File: src/rtl/cpu_types_pkg.sv
// rtl/cpu_types_pkg.sv - shared CPU types: word, fetch FSM state, IF/ID latch record
package cpu_types_pkg;

  typedef logic [31:0] word_t;

  typedef enum logic [1:0] {
    IDLE   = 2'd0,
    FETCH  = 2'd1,
    HALTED = 2'd2
  } fetch_state_t;

  typedef struct packed {
    word_t inst;
    word_t pc;
    word_t npc;
    logic  valid;
  } if_id_t;

  localparam word_t WORD_STEP = 32'd4;

  function automatic word_t word_align(input word_t addr);
    return addr & ~word_t'(3);
  endfunction

endpackage

File: src/rtl/if_id_latch.sv
// rtl/if_id_latch.sv - IF/ID pipeline register with flush > stall > load > bubble priority
module if_id_latch
  import cpu_types_pkg::*;
(
  input  logic   clk_i,
  input  logic   rst_i,
  input  logic   flush_i,
  input  logic   stall_i,
  input  logic   load_i,
  input  if_id_t data_i,
  output if_id_t data_o
);

  if_id_t latch_q, latch_d;

  // A bubble clears every field so a squashed slot never leaks a stale PC downstream.
  always_comb begin
    latch_d = latch_q;
    if (flush_i) begin
      latch_d = '0;
    end else if (stall_i) begin
      latch_d = latch_q;
    end else if (load_i) begin
      latch_d = data_i;
    end else begin
      latch_d = '0;
    end
  end

  always_ff @(posedge clk_i) begin
    if (rst_i) begin
      latch_q <= '0;
    end else begin
      latch_q <= latch_d;
    end
  end

  assign data_o = latch_q;

endmodule

File: src/rtl/fetch_stage.sv
// rtl/fetch_stage.sv - instruction fetch: PC register, fetch FSM and IF/ID latch
module fetch_stage
  import cpu_types_pkg::*;
#(
  parameter word_t PC_INIT = 32'h0000_0000
) (
  input  logic  CLK,
  input  logic  RST,
  input  logic  ihit,
  input  word_t imemload,
  input  logic  stall,
  input  logic  flush,
  input  logic  pc_load,
  input  word_t pc_target,
  input  logic  halt_dec,
  output logic  iREN,
  output word_t imemaddr,
  output word_t inst_o,
  output word_t pc_o,
  output word_t npc_o,
  output logic  valid_o
);

  fetch_state_t state_q, state_d;
  word_t        pc_q, pc_d, pc_plus4;
  logic         in_fetch, in_halted;
  logic         latch_load, latch_stall;
  if_id_t       latch_in, latch_out;

  assign in_fetch  = (state_q == FETCH);
  assign in_halted = (state_q == HALTED);
  assign pc_plus4  = pc_q + WORD_STEP;

  always_comb begin
    state_d = state_q;
    iREN    = 1'b0;
    case (state_q)
      IDLE: begin
        state_d = FETCH;
      end
      FETCH: begin
        iREN = 1'b1;
        if (halt_dec && !flush) begin
          state_d = HALTED;
        end
      end
      HALTED: begin
        state_d = HALTED;
      end
      default: begin
        state_d = IDLE;
      end
    endcase
  end

  // A redirect wins even without ihit or under stall; only HALTED freezes the PC.
  always_comb begin
    pc_d = pc_q;
    if (pc_load && !in_halted) begin
      pc_d = word_align(pc_target);
    end else if (in_fetch && ihit && !stall) begin
      pc_d = pc_plus4;
    end
  end

  always_ff @(posedge CLK) begin
    if (RST) begin
      state_q <= IDLE;
      pc_q    <= PC_INIT;
    end else begin
      state_q <= state_d;
      pc_q    <= pc_d;
    end
  end

  // A fetch landing alongside a redirect is wrong-path and is dropped.
  assign latch_load  = in_fetch && ihit && !pc_load;
  assign latch_stall = stall && !in_halted;

  always_comb begin
    latch_in.inst  = imemload;
    latch_in.pc    = pc_q;
    latch_in.npc   = pc_plus4;
    latch_in.valid = 1'b1;
  end

  if_id_latch u_if_id (
    .clk_i   (CLK),
    .rst_i   (RST),
    .flush_i (flush),
    .stall_i (latch_stall),
    .load_i  (latch_load),
    .data_i  (latch_in),
    .data_o  (latch_out)
  );

  assign imemaddr = pc_q;
  assign inst_o   = latch_out.inst;
  assign pc_o     = latch_out.pc;
  assign npc_o    = latch_out.npc;
  assign valid_o  = latch_out.valid;

endmodule

File: config.mk
export PLATFORM = sky130hd
export DESIGN_NAME = fetch_stage
export DESIGN_NICKNAME = d
export VERILOG_FILES = /design/src/rtl/cpu_types_pkg.sv /design/src/rtl/if_id_latch.sv /design/src/rtl/fetch_stage.sv
export SDC_FILE = /design/constraint.sdc
export NUM_CORES = 1
export LEC_CHECK = 0
export CAP_MARGIN = 0
export CELL_PAD_IN_SITES_DETAIL_PLACEMENT = 1
export CELL_PAD_IN_SITES_GLOBAL_PLACEMENT = 2
export CORE_UTILIZATION = 25
export CTS_CLUSTER_SIZE = 40
export DETAILED_ROUTE_END_ITERATION = 16
export PLACE_DENSITY_LB_ADDON = 0.1
export SYNTH_ARGS = -nofsm -noshare
export SYNTH_HDL_FRONTEND = slang
export SYNTH_SLANG_ARGS = --single-unit
File: constraint.sdc
create_clock -name CLK -period 3.01 [get_ports CLK]
set_input_delay 0.301 -clock CLK [delete_from_list [all_inputs] [get_ports CLK]]
set_output_delay 0.301 -clock CLK [all_outputs]
set_load 0.01 [all_outputs]
==> results of run 1 <==
sequential cells by signal, summed over array words and instances (netlist names):
signal	count
imemaddr	30
state_q	2
u_if_id.data_o	93
cell usage after synthesis (all sizes together):
| master | n | area (um2) |
|---|---|---|
| inv | 6 | 22.52 |
| xnor2 | 19 | 166.4 |
| nor2b | 1 | 6.260 |
| a22oi | 70 | 525.5 |
| ha | 4 | 50.05 |
| o21ai | 24 | 120.1 |
| a21oi | 3 | 15.01 |
| nand3 | 14 | 70.07 |
| xor2 | 35 | 306.5 |
| conb | 1 | 3.750 |
| nand2 | 47 | 176.4 |
| nand4 | 16 | 115.1 |
| o2bb2ai | 1 | 8.760 |
| or3 | 2 | 12.51 |
| nor2 | 115 | 431.7 |
| a211oi | 26 | 200.2 |
| and4 | 1 | 8.760 |
| nand4b | 1 | 8.760 |
| nor4 | 7 | 43.79 |
| nand2b | 1 | 6.260 |
| and3 | 6 | 37.54 |
| or4 | 2 | 18.77 |
| and2 | 3 | 18.77 |
| nor3 | 11 | 55.05 |
| dfxtp | 125 | 2502 |
| buf | 9 | 60.05 |
| nand3b | 2 | 15.01 |
| or2 | 2 | 12.51 |
| clkbuf | 54 | 203.9 |
| a311oi | 4 | 35.03 |
stage by stage:
step	hold slack, ns	instance area, um2	setup WS [ns]
2_1_floorplan	0.4493	5276	0.7347
3_3_place_gp	0.4383	7502	0.6109
3_5_place_dp	0.4518	7502	0.5211
4_1_cts	0.4590	8039	0.4809
5_1_grt	0.4849	8041	0.3591
6_report	0.4548	8041	0.5265
layout by cell type (no fill, tap or decap), types with 2 or more instances in the layout:
cell type          n
and2_1             2
a211oi_1          25
nand4_1           15
or3_1              2
nor4_1             7
xnor2_1           19
nor3_1            10
nor2_1           115
a22oi_1           70
o21ai_0           24
a21oi_1            3
and3_1             6
clkinv_4           5
nand2_1           47
xor2_1            35
a311oi_1           4
dfxtp_1          125
conb_1             6
inv_6              2
clkinv_2           5
nand3_1           14
ha_1               4
buf_4             26
or2_2              2
nand3b_1           2
inv_1              6
clkbuf_16         17
clkdlybuf4s50_1  192
how the worst max path moves through the flow:
stage                             startpoint                        end  slack [ns]  cells after the start
floorplan           imemaddr[7]$_SDFFE_PP0P_  imemaddr[21]$_SDFFE_PP0P_        0.73                      7
global placement    imemaddr[6]$_SDFFE_PP0P_  imemaddr[21]$_SDFFE_PP0P_        0.61                      5
detailed placement  imemaddr[6]$_SDFFE_PP0P_  imemaddr[21]$_SDFFE_PP0P_        0.52                      5
CTS                 imemaddr[6]$_SDFFE_PP0P_  imemaddr[21]$_SDFFE_PP0P_        0.48                      5
global route        imemaddr[6]$_SDFFE_PP0P_  imemaddr[21]$_SDFFE_PP0P_        0.36                      5
finish              imemaddr[6]$_SDFFE_PP0P_  imemaddr[21]$_SDFFE_PP0P_        0.53                      5
layout make-up:
cell class,instances,area share
diodes,1,0.0003112
clock buffers,19,0.05508
clock inverters,13,0.01167
inverters,6,0.002801
multi-input cells,423,0.3112
flip-flops and latches,125,0.3112
well taps,270,0.04201
repair buffers,219,0.2658
per-layer routing:
| layer | GRT usage | vias up |
|---|---|---|
| li1 | - | 2478 |
| met1 | 0.2041 | 2462 |
| met2 | 0.3220 | 111 |
| met5 | 0 | - |
| met3 | 0.05031 | 18 |
| met4 | 0.06289 | 0 |
cells by family (layout without fill, tap and decap cells):
kind of cell | Yosys count | after routing | synth area share
AO/OA/AOI/OAI | 128 | 128 | 0.1721
XOR/XNOR | 54 | 54 | 0.08996
adder cells (fa/ha/maj) | 4 | 4 | 0.009520
buffers and inverters | 69 | 257 | 0.05450
flip-flops | 125 | 125 | 0.4760
other | 1 | 7 | 0.0007133
AND/OR/NAND/NOR | 231 | 231 | 0.1973
tightest hold or removal path: stages, from the launching register on:
cell	delay (ns)
dfxtp_1	0.32
nand2_1	0.04
o21ai_0	0.05
power by group:
group / internal [uW] / total, uW / switching (uW)
Clock: 1070 / 1860 / 789
Sequential: 1750 / 1900 / 148
Combinational: 448 / 989 / 541
Total: 3280 / 4750 / 1480
==> flow_summary_export.csv, run 1 <==
group,metric,value,unit
global_route,grt_pass1_wl,29.82,mm
worst_hold_path,hold_path_depth,2,
detailed_routing,drt-total-wl,19.13,mm
global_route,grt_pass1_vias,5341,
yosys,ys_seq_area_frac,0.4760,
placement,gp_congestion,0.7178,
detailed_routing,drc,0,
worst_setup_path,path_max_fanout,8,
sta,setup_viol,0,
worst_hold_path,min_to,"u_if_id.data_o[16]$_SDFFE_PP0N_",
cts,htreeDepth,4,
cts,clock-sinks,125,
sta,period_share,0.8251,
sta,slew_viol_final,0,
worst_hold_path,hold_path.startpoint,"u_if_id.data_o[16]$_SDFFE_PP0N_",
detailed_routing,vias_per_cell,4.711,
worst_setup_path,r2r_slack,0.53,ns
cts,post_cts_buffers,0,
worst_setup_path,crit_chain,"nand4_4 > or4_1 > or4_4 > xor2_1 > a211oi_2",
sta,fin_skew,0.007535,ns
final_layout,regArea,0.002502,mm2
cts,cts_resized,0,
floorplanning,start_util,0.2573,
run,maxCapViolations,0,
final_layout,final_cells,1076,
power,vdd_ir_drop_max,0.4144,mV
worst_setup_path,crit_arrival,2.82,ns
sta,rsz0062_at_grt,"false",
final_layout,multi_input_area,0.002502,mm2
detailed_routing,dr_wl_met2,9.661,mm
global_route,track_usage,0.1800,
detailed_routing,vias,5069,
cts,clk_latency,0.42,ns
placement,hpwl,14.02,mm
global_route,grt_overflow_total,0,
detailed_routing,dr.pass1.iters,4,
sta,worstMarginPinSlew,0.8620,ns
detailed_routing,wl_met3,1.015,mm
yosys,ys_types,36,
floorplanning,fp.dieArea,0.02161,mm2
detailed_routing,wl_met1,8.221,mm
cts,cts_tree,"done",
final_layout,fill_cells,2388,
detailed_routing,drt_iter0_drc,146,
sta,min_period,2.484,ns
floorplanning,die_h,147.0,um
floorplanning,core-area,0.02043,mm2
cts,clkSlewWorstSetupHoldPaths,0.05,ns
floorplanning,dieWidth,147.0,um
final_layout,final_util,0.3936,
worst_setup_path,worstReg2RegEnd,"imemaddr[21]$_SDFFE_PP0P_",
yosys,netlist_area,0.005258,mm2
detailed_routing,routed.top_layer,"met4",
worst_setup_path,max_stage_delay,0.73,ns
placement,dp.cells,1043,
sta,hold_viol,0,
yosys,syn_avg_cell_area,8.591,um2
power,totalPowerFinal,4753,uW
sta,fin_setup_tns,0,ns
cts,cts_buffer_depth,2,
sta,max_freq,402.7,MHz
placement,io_buffers,192,
final_layout,layout-drive-gt1-share,0.08199,
outcome,status,"completed",
worst_setup_path,cp_top_family,"simple AND/OR/NAND/NOR gates",
worst_setup_path,worst-path-buf-inv,0,
sta,relSlewSlack,0.4209,
worst_setup_path,r2r_cells,5,
detailed_routing,wl_per_cell,17.78,um
power,power_density,591.1,mW/mm2
worst_setup_path,crit_type,"register to register",
yosys,synth.yosys.warnings,0,
floorplanning,rows,52,
cts,cts_made_buffers,17,
worst_hold_path,min_path_type,"register to register",
worst_setup_path,cp-end-kind,"register",
worst_setup_path,crit_path_start_kind,"register",
final_layout,final_net_count,867,
yosys,synth_cells,612,
worst_setup_path,r2r-start,"imemaddr[6]$_SDFFE_PP0P_",
final_layout,synthToLayoutAreaGrowth,52.95,%
worst_setup_path,timing.critical_path.required,3.35,ns
detailed_routing,antenna_left,0,
power,leakagePower,0.002698,uW
worst_setup_path,crit_slowest_cell,"or4_1",
floorplanning,pin_count,201,
cts,postCtsHoldBufs,0,
global_route,grt_antenna_before_repair,1,
global_route,grt_max_degree,45,
cts,root_buffer,"clkbuf_16",
yosys,synth-seq-cells,125,
Power figures use the tool's default switching activity.
==> run 2, diff against run 1 <==
Settings changed: CORE_UTILIZATION 25 to 22.
Clock period 3.01 ns to 2.25 ns, I/O delays scaled along.
==> flow_summary_export.csv, run 2 (synthesis gave the netlist of run 1 again) <==
group,metric,value,unit
detailed_routing,vias_per_cell,4.506,
worst_setup_path,r2r-start,"imemaddr[3]$_SDFFE_PP0P_",
global_route,grt_overflow_total,0,
worst_setup_path,r2r_slack,0.17,ns
worst_setup_path,critPathLaunch,"imemaddr[3]$_SDFFE_PP0P_",
detailed_routing,drt-total-wl,20.21,mm
power,vdd_ir_drop_max,0.3786,mV
detailed_routing,dr.pass1.iters,4,
worst_hold_path,min_path_type,"input port to register",
worst_setup_path,max_stage_delay,0.50,ns
final_layout,final_net_count,895,
floorplanning,start_util,0.2240,
worst_setup_path,path_max_fanout,6,
sta,relSlewSlack,0.5362,
placement,hpwl,14.78,mm
global_route,grt_max_degree,46,
worst_setup_path,worst-path-buf-inv,0,
floorplanning,dieWidth,156.6,um
global_route,grt_pass1_wl,30.71,mm
global_route,grt_pass1_vias,5404,
detailed_routing,drc,0,
worst_setup_path,cp_top_family,"simple AND/OR/NAND/NOR gates",
final_layout,synthToLayoutAreaGrowth,59.23,%
sta,setup_viol,0,
cts,cts_made_buffers,17,
final_layout,multi_input_area,0.002515,mm2
floorplanning,fp.dieArea,0.02452,mm2
detailed_routing,drt_iter0_drc,193,
cts,clock-sinks,125,
worst_hold_path,hold_path_depth,3,
placement,gp_congestion,0.7364,
detailed_routing,antenna_left,0,
sta,max_freq,479.7,MHz
placement,dp.cells,1118,
global_route,track_usage,0.1670,
sta,min_period,2.085,ns
outcome,status,"completed",
worst_setup_path,crit_slowest_cell,"or4_1",
cts,clk_latency,0.42,ns
worst_setup_path,r2r_cells,5,
worst_setup_path,timing.critical_path.required,2.59,ns
final_layout,fill_cells,2687,
final_layout,regArea,0.002504,mm2
cts,htreeDepth,4,
detailed_routing,vias,5177,
worst_hold_path,min_to,"imemaddr[15]$_SDFFE_PP0P_",
sta,rsz0062_at_grt,"false",
final_layout,antenna_cells,0,
sta,worstMarginPinSlew,0.6894,ns
sta,period_share,0.9265,
worst_setup_path,crit_path_start_kind,"register",
sta,fin_setup_tns,0,ns
global_route,grt_antenna_before_repair,0,
power,leakagePower,0.002852,uW
power,totalPowerFinal,6627,uW
cts,cts_buffer_depth,2,
cts,clkSlewWorstSetupHoldPaths,0.05,ns
sta,hold_viol,0,
sta,fin_skew,0.01331,ns
worst_setup_path,worstReg2RegEnd,"imemaddr[21]$_SDFFE_PP0P_",
placement,io_buffers,192,
floorplanning,rows,56,
worst_setup_path,crit_type,"register to register",
final_layout,layout_commonest_cell,"clkdlybuf4s50_1",
cts,root_buffer,"clkbuf_16",
worst_hold_path,hold_path.startpoint,"pc_target[15]",
floorplanning,core-area,0.02347,mm2
final_layout,largest_reg_flops,93,
floorplanning,die_h,156.6,um
detailed_routing,wl_per_cell,17.59,um
floorplanning,pin_count,201,
final_layout,layout_common_cells,"clkdlybuf4s50_1, dfxtp_1, nor2_1",
run,maxCapViolations,0,
worst_setup_path,crit_arrival,2.42,ns
worst_setup_path,crit_chain,"nand4_1 > or4_1 > or4_4 > xor2_1 > a211oi_2",
cts,cts_tree,"done",
power,power_density,791.5,mW/mm2
final_layout,layout-drive-gt1-share,0.1133,
worst_setup_path,cp-end-kind,"register",
final_layout,final_cells,1149,
sta,slew_viol_final,0,
-- run 2: worst reg2reg max path, stage by stage, from the launching register on --
cell and delay (ns):
dfxtp_1 0.45, nand4_1 0.20, or4_1 0.50, or4_4 0.51, xor2_1 0.16, a211oi_2 0.20
-- run 2: power breakdown --
part | total [uW] | leakage, uW | switching [uW] | internal [uW]
clock network | 2650 | 0.000277 | 1010 | 1640
registers | 2460 | 0.00102 | 118 | 2350
logic | 1510 | 0.00156 | 832 | 682
total | 6630 | 0.00285 | 1950 | 4670
-- run 2: worst max path at each step --
| stage | slack (ns) | end | depth (start not counted) |
|---|---|---|---|
| 2_1_floorplan | 0.002 | imemaddr[21]$_SDFFE_PP0P_ | 7 |
| 3_3_place_gp | 0.12 | imemaddr[31]$_SDFFE_PP0P_ | 7 |
| 3_5_place_dp | 0.1 | imemaddr[31]$_SDFFE_PP0P_ | 7 |
| 4_1_cts | 0.11 | imemaddr[24]$_SDFFE_PP0P_ | 6 |
| 5_1_grt | 0.002 | imemaddr[24]$_SDFFE_PP0P_ | 6 |
| 6_report | 0.17 | imemaddr[21]$_SDFFE_PP0P_ | 5 |
-- run 2: metal layers --
metal / wire, um / global-route usage
met1: 9102 / 0.2021
met2: 9992 / 0.2874
met3: 769 / 0.03766
met4: 344 / 0.06209
met5: 0 / 0
-- run 2: timing repair --
item                       4_1_cts  5_1_grt
hold endpoints to repair         0        0
setup endpoints to repair        0        5
hold buffers                     0        0
resized for setup                0        2
buffers inserted                 0        2
-- run 2: final cells by class --
type | instances | share of cell area
clock buffers | 23 | 0.05948
repair buffers | 247 | 0.2834
flip-flops and latches | 125 | 0.2991
well taps | 319 | 0.04768
inverters | 6 | 0.002690
clock inverters | 6 | 0.007323
multi-input cells | 423 | 0.3004
-- run 2: metrics by stage --
stage               setup slack (ns)  hold slack, ns  area, um2  utilization
floorplan                   0.002446          0.3733       5284            -
global placement              0.1204          0.4332       7785       0.3317
detailed placement           0.09844          0.4465       7785       0.3317
CTS                           0.1067          0.3856       8344       0.3555
global route                0.002176          0.4107       8372       0.3567
finish                        0.1653          0.4089       8372       0.3567
